`src/rtl/alu_exec_unit.sv`:
```
// rtl/alu_exec_unit.sv - RV32I execute-stage ALU with valid/ready handshake (option: ALU_BARREL_SHIFT_EN)
module alu_exec_unit #(
    parameter int XLEN = 32,
    parameter int SHW  = 5
) (
    input  logic            clk,
    input  logic            rst,
    input  logic            in_valid,
    output logic            in_ready,
    input  logic [3:0]      alu_ctl,
    input  logic [XLEN-1:0] op_a,
    input  logic [XLEN-1:0] op_b,
    output logic            out_valid,
    input  logic            out_ready,
    output logic [XLEN-1:0] result,
    output logic            zero,
    output logic            illegal
);

    localparam logic [3:0] CTL_ADD  = 4'd0;
    localparam logic [3:0] CTL_SUB  = 4'd1;
    localparam logic [3:0] CTL_AND  = 4'd2;
    localparam logic [3:0] CTL_OR   = 4'd3;
    localparam logic [3:0] CTL_XOR  = 4'd4;
    localparam logic [3:0] CTL_SLT  = 4'd5;
    localparam logic [3:0] CTL_SLTU = 4'd6;
    localparam logic [3:0] CTL_SLL  = 4'd7;
    localparam logic [3:0] CTL_SRL  = 4'd8;
    localparam logic [3:0] CTL_SRA  = 4'd9;

    typedef enum logic [1:0] {
        IDLE = 2'd0,
        BUSY = 2'd1,
        DONE = 2'd2
    } state_t;

    state_t          state;
    logic [SHW-1:0]  shamt;
    logic [XLEN-1:0] comb_res;
    logic            comb_illegal;
    logic            is_shift;

    assign shamt = op_b[SHW-1:0];

    always_comb begin
        comb_res     = '0;
        comb_illegal = 1'b0;
        is_shift     = 1'b0;
        case (alu_ctl)
            CTL_ADD:  comb_res = op_a + op_b;
            CTL_SUB:  comb_res = op_a - op_b;
            CTL_AND:  comb_res = op_a & op_b;
            CTL_OR:   comb_res = op_a | op_b;
            CTL_XOR:  comb_res = op_a ^ op_b;
            CTL_SLT:  comb_res = {{(XLEN-1){1'b0}}, ($signed(op_a) < $signed(op_b))};
            CTL_SLTU: comb_res = {{(XLEN-1){1'b0}}, (op_a < op_b)};
`ifdef ALU_BARREL_SHIFT_EN
            CTL_SLL: begin is_shift = 1'b1; comb_res = op_a << shamt; end
            CTL_SRL: begin is_shift = 1'b1; comb_res = op_a >> shamt; end
            CTL_SRA: begin is_shift = 1'b1; comb_res = XLEN'($signed(op_a) >>> shamt); end
`else
            // Serial mode: only a zero-amount shift finishes here, and it is a pass-through.
            CTL_SLL, CTL_SRL, CTL_SRA: begin is_shift = 1'b1; comb_res = op_a; end
`endif
            default:  comb_illegal = 1'b1;
        endcase
    end

`ifndef ALU_BARREL_SHIFT_EN
    localparam logic [SHW-1:0] CNT_LAST = SHW'(1);

    logic [SHW-1:0]  cnt;
    logic            sh_left;
    logic            sh_arith;
    logic            go_busy;
    logic [XLEN-1:0] step_res;

    assign go_busy = is_shift && (shamt != '0);

    // The result register doubles as the shift register while BUSY.
    always_comb begin
        step_res = '0;
        if (sh_left)
            step_res = {result[XLEN-2:0], 1'b0};
        else
            step_res = {(sh_arith & result[XLEN-1]), result[XLEN-1:1]};
    end
`endif

    always_ff @(posedge clk or posedge rst) begin
        if (rst) begin
            state     <= IDLE;
            in_ready  <= 1'b1;
            out_valid <= 1'b0;
            result    <= '0;
            zero      <= 1'b0;
            illegal   <= 1'b0;
`ifndef ALU_BARREL_SHIFT_EN
            cnt       <= '0;
            sh_left   <= 1'b0;
            sh_arith  <= 1'b0;
`endif
        end else begin
            case (state)
                IDLE: begin
                    if (in_valid) begin
                        in_ready <= 1'b0;
                        illegal  <= comb_illegal;
`ifndef ALU_BARREL_SHIFT_EN
                        if (go_busy) begin
                            result   <= op_a;
                            cnt      <= shamt;
                            sh_left  <= (alu_ctl == CTL_SLL);
                            sh_arith <= (alu_ctl == CTL_SRA);
                            state    <= BUSY;
                        end else
`endif
                        begin
                            result    <= comb_res;
                            zero      <= (comb_res == '0);
                            out_valid <= 1'b1;
                            state     <= DONE;
                        end
                    end
                end
`ifndef ALU_BARREL_SHIFT_EN
                BUSY: begin
                    result <= step_res;
                    cnt    <= cnt - CNT_LAST;
                    if (cnt == CNT_LAST) begin
                        zero      <= (step_res == '0);
                        out_valid <= 1'b1;
                        state     <= DONE;
                    end
                end
`endif
                DONE: begin
                    if (out_ready) begin
                        out_valid <= 1'b0;
                        in_ready  <= 1'b1;
                        state     <= IDLE;
                    end
                end
                default: begin
                    out_valid <= 1'b0;
                    in_ready  <= 1'b1;
                    state     <= IDLE;
                end
            endcase
        end
    end

endmodule

```
`config.mk`:
```
export PLATFORM = sky130hd
export DESIGN_NAME = alu_exec_unit
export DESIGN_NICKNAME = d
export VERILOG_FILES = /design/src/rtl/alu_exec_unit.sv
export SDC_FILE = /design/constraint.sdc
export NUM_CORES = 1
export LEC_CHECK = 0
export CORE_ASPECT_RATIO = 1.2
export CORE_UTILIZATION = 58
export CTS_CLUSTER_SIZE = 10
export DETAILED_ROUTE_END_ITERATION = 6
export GPL_TIMING_DRIVEN = 0
export PLACE_DENSITY_LB_ADDON = 0.08
export RECOVER_POWER = 25
export SLEW_MARGIN = 20
export SYNTH_ARGS = -nofsm -noshare
export SYNTH_HDL_FRONTEND = slang
export SYNTH_SLANG_ARGS = --single-unit
```
`constraint.sdc`:
```
create_clock -name clk -period 2.2 [get_ports clk]
set_input_delay 0.55 -clock clk [delete_from_list [all_inputs] [get_ports clk]]
set_output_delay 0.55 -clock clk [all_outputs]
set_load 0.05 [all_outputs]
```
==> flow_metrics.env, run 1 <==
export IMPL_htreeDepth=2
export IMPL_grt_pass1_vias=14645
export IMPL_ios=108
export IMPL_synth_seq_cells=45
export IMPL_post_place_cells=1445
export IMPL_synth_cell_types=83
export IMPL_place_congestion=1.08
export IMPL_syn_inst=1166
export IMPL_synth_edff_count=0
export IMPL_syn_area_um2=8430
export IMPL_root_buffer="clkbuf_16"
export IMPL_numCtsBuffers=5
export IMPL_clockBufferDepth=2
export IMPL_start_util_pct=60.2
export IMPL_grt_max_degree=34
export IMPL_port_buffers=106
export IMPL_postCtsHoldBufs=0
export IMPL_synth_yosys_seq_area_share_pct=13.4
export IMPL_dp_hpwl_um=26300
export IMPL_yosysMostFrequentCell="ha_1"
export IMPL_synth_area_leaders="ha_1, dfrtp_1, a21oi_1"
export IMPL_synth_top_area_cell="ha_1"
export IMPL_error="[ERROR GRT-0116] Global routing finished with congestion. Check the congestion regions in the DRC Viewer."
export IMPL_cts_sinks=45
export IMPL_synthesis_nets=1355
export IMPL_place_ws_ns=-2.49
export IMPL_ys_warn_count=0
export IMPL_die_y_um=134
export IMPL_haltStage="global routing"
export IMPL_ys_flop_type="dfrtp_1"
export IMPL_status="aborted with a tool error"
export IMPL_grt_pass1_wl_um=90800
export IMPL_gr_total_overflow=67
export IMPL_syn_area_per_cell_um2=7.23
export IMPL_num_rows=47
export IMPL_netlist_top_cells_count="ha_1, inv_1, nor2_1, nand2_1"
export IMPL_async_reset_ff_share_pct=100
export IMPL_track_usage_pct=78.7
export IMPL_die_w_um=112
export IMPL_yosysTopAreaCellShare_pct=17.1
metal layers:
metal  overflow  global-route usage, %
met3          3                   65.3
met5          0                   27.3
met4         34                   84.4
met2         30                   94.8
met1          0                   76.1
cell families after synthesis:
| logic type | after synthesis | synth area share (%) |
|---|---|---|
| fa+ha+maj | 117 | 17.5 |
| simple gates | 383 | 22.3 |
| xor+xnor | 9 | 0.935 |
| buf+inv | 173 | 8.06 |
| compound gates | 406 | 33.6 |
| flops | 45 | 13.4 |
| mux | 33 | 4.13 |
through the flow:
stage               area, um^2  hold slack [ns]  utilization [%]
floorplan                 8970            0.431                -
global placement         10200            0.450             73.2
detailed placement       10300            0.451             73.5
CTS                      13300            0.465             94.7
timing repair:
item / in CTS
endpoints found under the setup margin: 40
pin swaps: 162
setup buffers: 129
gates cloned: 4
gates resized for setup: 642
==> inputs of run 2 (changes only) <==
--- a/config.mk
+++ b/config.mk
@@ -5,12 +5,10 @@
 export SDC_FILE = /design/constraint.sdc
 export NUM_CORES = 1
 export LEC_CHECK = 0
-export CORE_ASPECT_RATIO = 1.2
-export CORE_UTILIZATION = 58
-export CTS_CLUSTER_SIZE = 10
+export CORE_UTILIZATION = 40
 export DETAILED_ROUTE_END_ITERATION = 6
 export GPL_TIMING_DRIVEN = 0
-export PLACE_DENSITY_LB_ADDON = 0.08
+export PLACE_DENSITY_LB_ADDON = 0.15
 export RECOVER_POWER = 25
 export SLEW_MARGIN = 20
 export SYNTH_ARGS = -nofsm -noshare
==> flow_metrics.env, run 2 <==
export IMPL_status="finished with violations"
export IMPL_violations="negative setup slack"
export IMPL_timing_final_ws_setup_ns=-1.21
export IMPL_ys_flop_type="dfrtp_1"
export IMPL_timing_worst_setup_path_type="in2reg"
export IMPL_grt_antenna_before_repair=0
export IMPL_cap_violations=0
export IMPL_p_int_mw=4.26
export IMPL_synth_yosys_seq_area_share_pct=13.4
export IMPL_powerDensity_nw_per_um2=641
export IMPL_tightest_slew_ns=0.980
export IMPL_postCtsHoldBufs=0
export IMPL_syn_area_um2=8430
export IMPL_num_rows=52
export IMPL_worst_setup_path_end_kind="register"
export IMPL_clk_pin_slew_ns=0.07
export IMPL_power_total_mw=8.90
export IMPL_async_reset_ff_share_pct=100
export IMPL_ios=108
export IMPL_rsz0062_at_grt="true"
export IMPL_largest_reg_flops=32
export IMPL_drc=0
export IMPL_drive_above_1_share_pct=41.7
export IMPL_viasPerCell=6.60
export IMPL_timing_final_crit_share_pct=155
export IMPL_fin_nets=1618
export IMPL_port_buffers=106
export IMPL_die_w_um=147
export IMPL_htreeDepth=2
export IMPL_cp_start_kind="input port"
export IMPL_synth_cell_types=83
export IMPL_min_to="in_ready"
export IMPL_drt_total_wl_um=40100
export IMPL_instances_no_fill=1700
export IMPL_clockBufferDepth=2
export IMPL_clk_latency_ns=0.30
export IMPL_r2r_start="state[0]"
export IMPL_route_vias_total=11221
export IMPL_top_regs="result x32, cnt x5, state x2"
export IMPL_p_comb_share_pct=70.7
export IMPL_peakVddDrop_v=0.000525
export IMPL_netlist_top_cells_count="ha_1, inv_1, nor2_1, nand2_1"
export IMPL_antennaDiodeCount=0
export IMPL_final_core_util_pct=68.0
export IMPL_dieArea_um2=21700
export IMPL_syn_inst=1166
export IMPL_synth_edff_count=0
export IMPL_reg2reg_slack_ns=-0.27
export IMPL_layout_common_cells="buf_4, nor2_1, nand2_1"
export IMPL_pwr_share_clk_pct=9.9
export IMPL_drv_slew=0
export IMPL_track_usage_pct=34.5
export IMPL_ys_warn_count=0
export IMPL_multi_input_area_um2=8890
export IMPL_die_y_um=147
export IMPL_synth_top_area_cell="ha_1"
export IMPL_ant_nets=0
export IMPL_grt_max_degree=27
export IMPL_r2r_end="zero"
export IMPL_drt_pass1_iterations=6
export IMPL_crit_path_max_fanout=5
export IMPL_syn_area_per_cell_um2=7.23
export IMPL_setup_viol=30
export IMPL_grt_pass1_wl_um=58800
export IMPL_min_period_ns=3.41
export IMPL_grt_pass1_vias=10282
export IMPL_dp_hpwl_um=28100
export IMPL_synthesis_nets=1355
export IMPL_numCtsBuffers=5
export IMPL_dr_first_iter_drc_count=1302
export IMPL_place_ws_ns=-2.64
export IMPL_hp_start="in_ready"
export IMPL_fmax_mhz=293
export IMPL_holdPathStages=2
export IMPL_cp_data_required_time_ns=2.43
export IMPL_cts_sinks=45
export IMPL_final_common_cell="buf_4"
export IMPL_yosysTopAreaCellShare_pct=17.1
export IMPL_synth_area_leaders="ha_1, dfrtp_1, a21oi_1"
export IMPL_coreArea_um2=20400
export IMPL_switching_share_pct=52.2
export IMPL_area_delta_synth_final_pct=64.8
export IMPL_hold_path_class="reg2reg"
export IMPL_gr_total_overflow=0
export IMPL_arrival_ns=3.64
export IMPL_start_util_pct=41.3
export IMPL_tritoncts="done"
export IMPL_post_place_cells=1544
export IMPL_power_frac_seq_pct=19.3
export IMPL_r2r_cells=10
export IMPL_root_buffer="clkbuf_16"
export IMPL_maxSlewHeadroom_pct=34.7
export IMPL_routedWlPerCell_um=23.6
export IMPL_nFillCells=1652
export IMPL_total_leakage_power_nw=5.68
export IMPL_place_congestion=0.974
export IMPL_synth_seq_cells=45
export IMPL_finalHoldViolations=0
export IMPL_finClkSkew_ns=0.00687
export IMPL_power_switching_mw=4.65
export IMPL_top_register="result"
export IMPL_yosysMostFrequentCell="ha_1"
export IMPL_seqCellArea_um2=1130
-- run 2: worst max path at each step --
stage                           from    to  slack, ns  depth (start not counted)
after floorplan              op_a[0]  zero      -0.96                         14
after global placement    alu_ctl[3]  zero      -2.88                         10
after detailed placement     op_a[0]  zero      -2.64                         12
after CTS                    op_a[0]  zero      -1.20                         15
after global routing         op_a[0]  zero      -1.31                         16
final                        op_a[0]  zero      -1.21                         16
-- run 2: worst max-delay path, cell delays in order --
cell       delay (ns)
buf_12           0.11
ha_4             0.16
inv_4            0.04
fa_2             0.42
nor2b_4          0.18
o2111ai_4        0.16
buf_4            0.19
nand3_2          0.08
a41o_4           0.28
a41oi_4          0.17
o211ai_1         0.25
a22oi_1          0.14
a21oi_2          0.24
nand3_1          0.16
nor4_2           0.29
a41o_1           0.22
-- run 2: metal layers --
| layer | global-route usage (%) | share of wire [%] | vias up |
|---|---|---|---|
| met3 | 4.16 | 9.6 | 205 |
| met2 | 55.1 | 45 | 773 |
| met1 | 46.5 | 40 | 5363 |
| li1 | - | - | 4880 |
| met4 | 14.8 | 5.8 | 0 |
| met5 | 0 | 0 | - |
-- run 2: final cells by class --
type                    count  share of cell area [%]
clock buffers               5                   0.901
repair buffers            266                    16.8
well taps                 270                    2.43
multi-input cells         948                    64.0
plain buffers              56                    3.75
clock inverters             3                   0.333
inverters                 107                    3.68
flip-flops and latches     45                    8.11
-- run 2: kinds of logic after synthesis --
kind of cell,after synthesis,synth area share [%]
mux,33,4.13
fa+ha+maj,117,17.5
simple gates,383,22.3
buf+inv,173,8.06
xor+xnor,9,0.935
compound gates,406,33.6
flops,45,13.4
-- run 2: repair_timing --
action                                  4_1_cts  5_1_grt
pin swaps                                   139      104
gates resized for setup                     561      168
buffers inserted                            105       58
endpoints found under the hold margin         0        0
cloned                                        3        0
endpoints found under the setup margin       42       36
-- run 2: per-stage QoR --
step | instance area [um^2] | hold WS (ns) | TNS (ns)
floorplan | 8970 | 0.431 | -11.42
detailed placement | 10400 | 0.458 | -63.18
global placement | 10400 | 0.456 | -86.31
finish | 13900 | 0.463 | -19.25
CTS | 12800 | 0.469 | -16.21
global route | 13900 | 0.489 | -21.76
-- run 2: power groups by stage --
| stage | logic, mW | registers, mW | clock network (mW) |
|---|---|---|---|
| 2_1_floorplan | 2.38 | 2.55 | 0 |
| 3_3_place_gp | 4.87 | 1.69 | 0 |
| 3_5_place_dp | 4.91 | 1.70 | 0 |
| 4_1_cts | 5.69 | 1.69 | 0.877 |
| 5_1_grt | 6.63 | 1.75 | 0.911 |
| 6_report | 6.30 | 1.72 | 0.885 |
(Power assumes the default switching activity.)
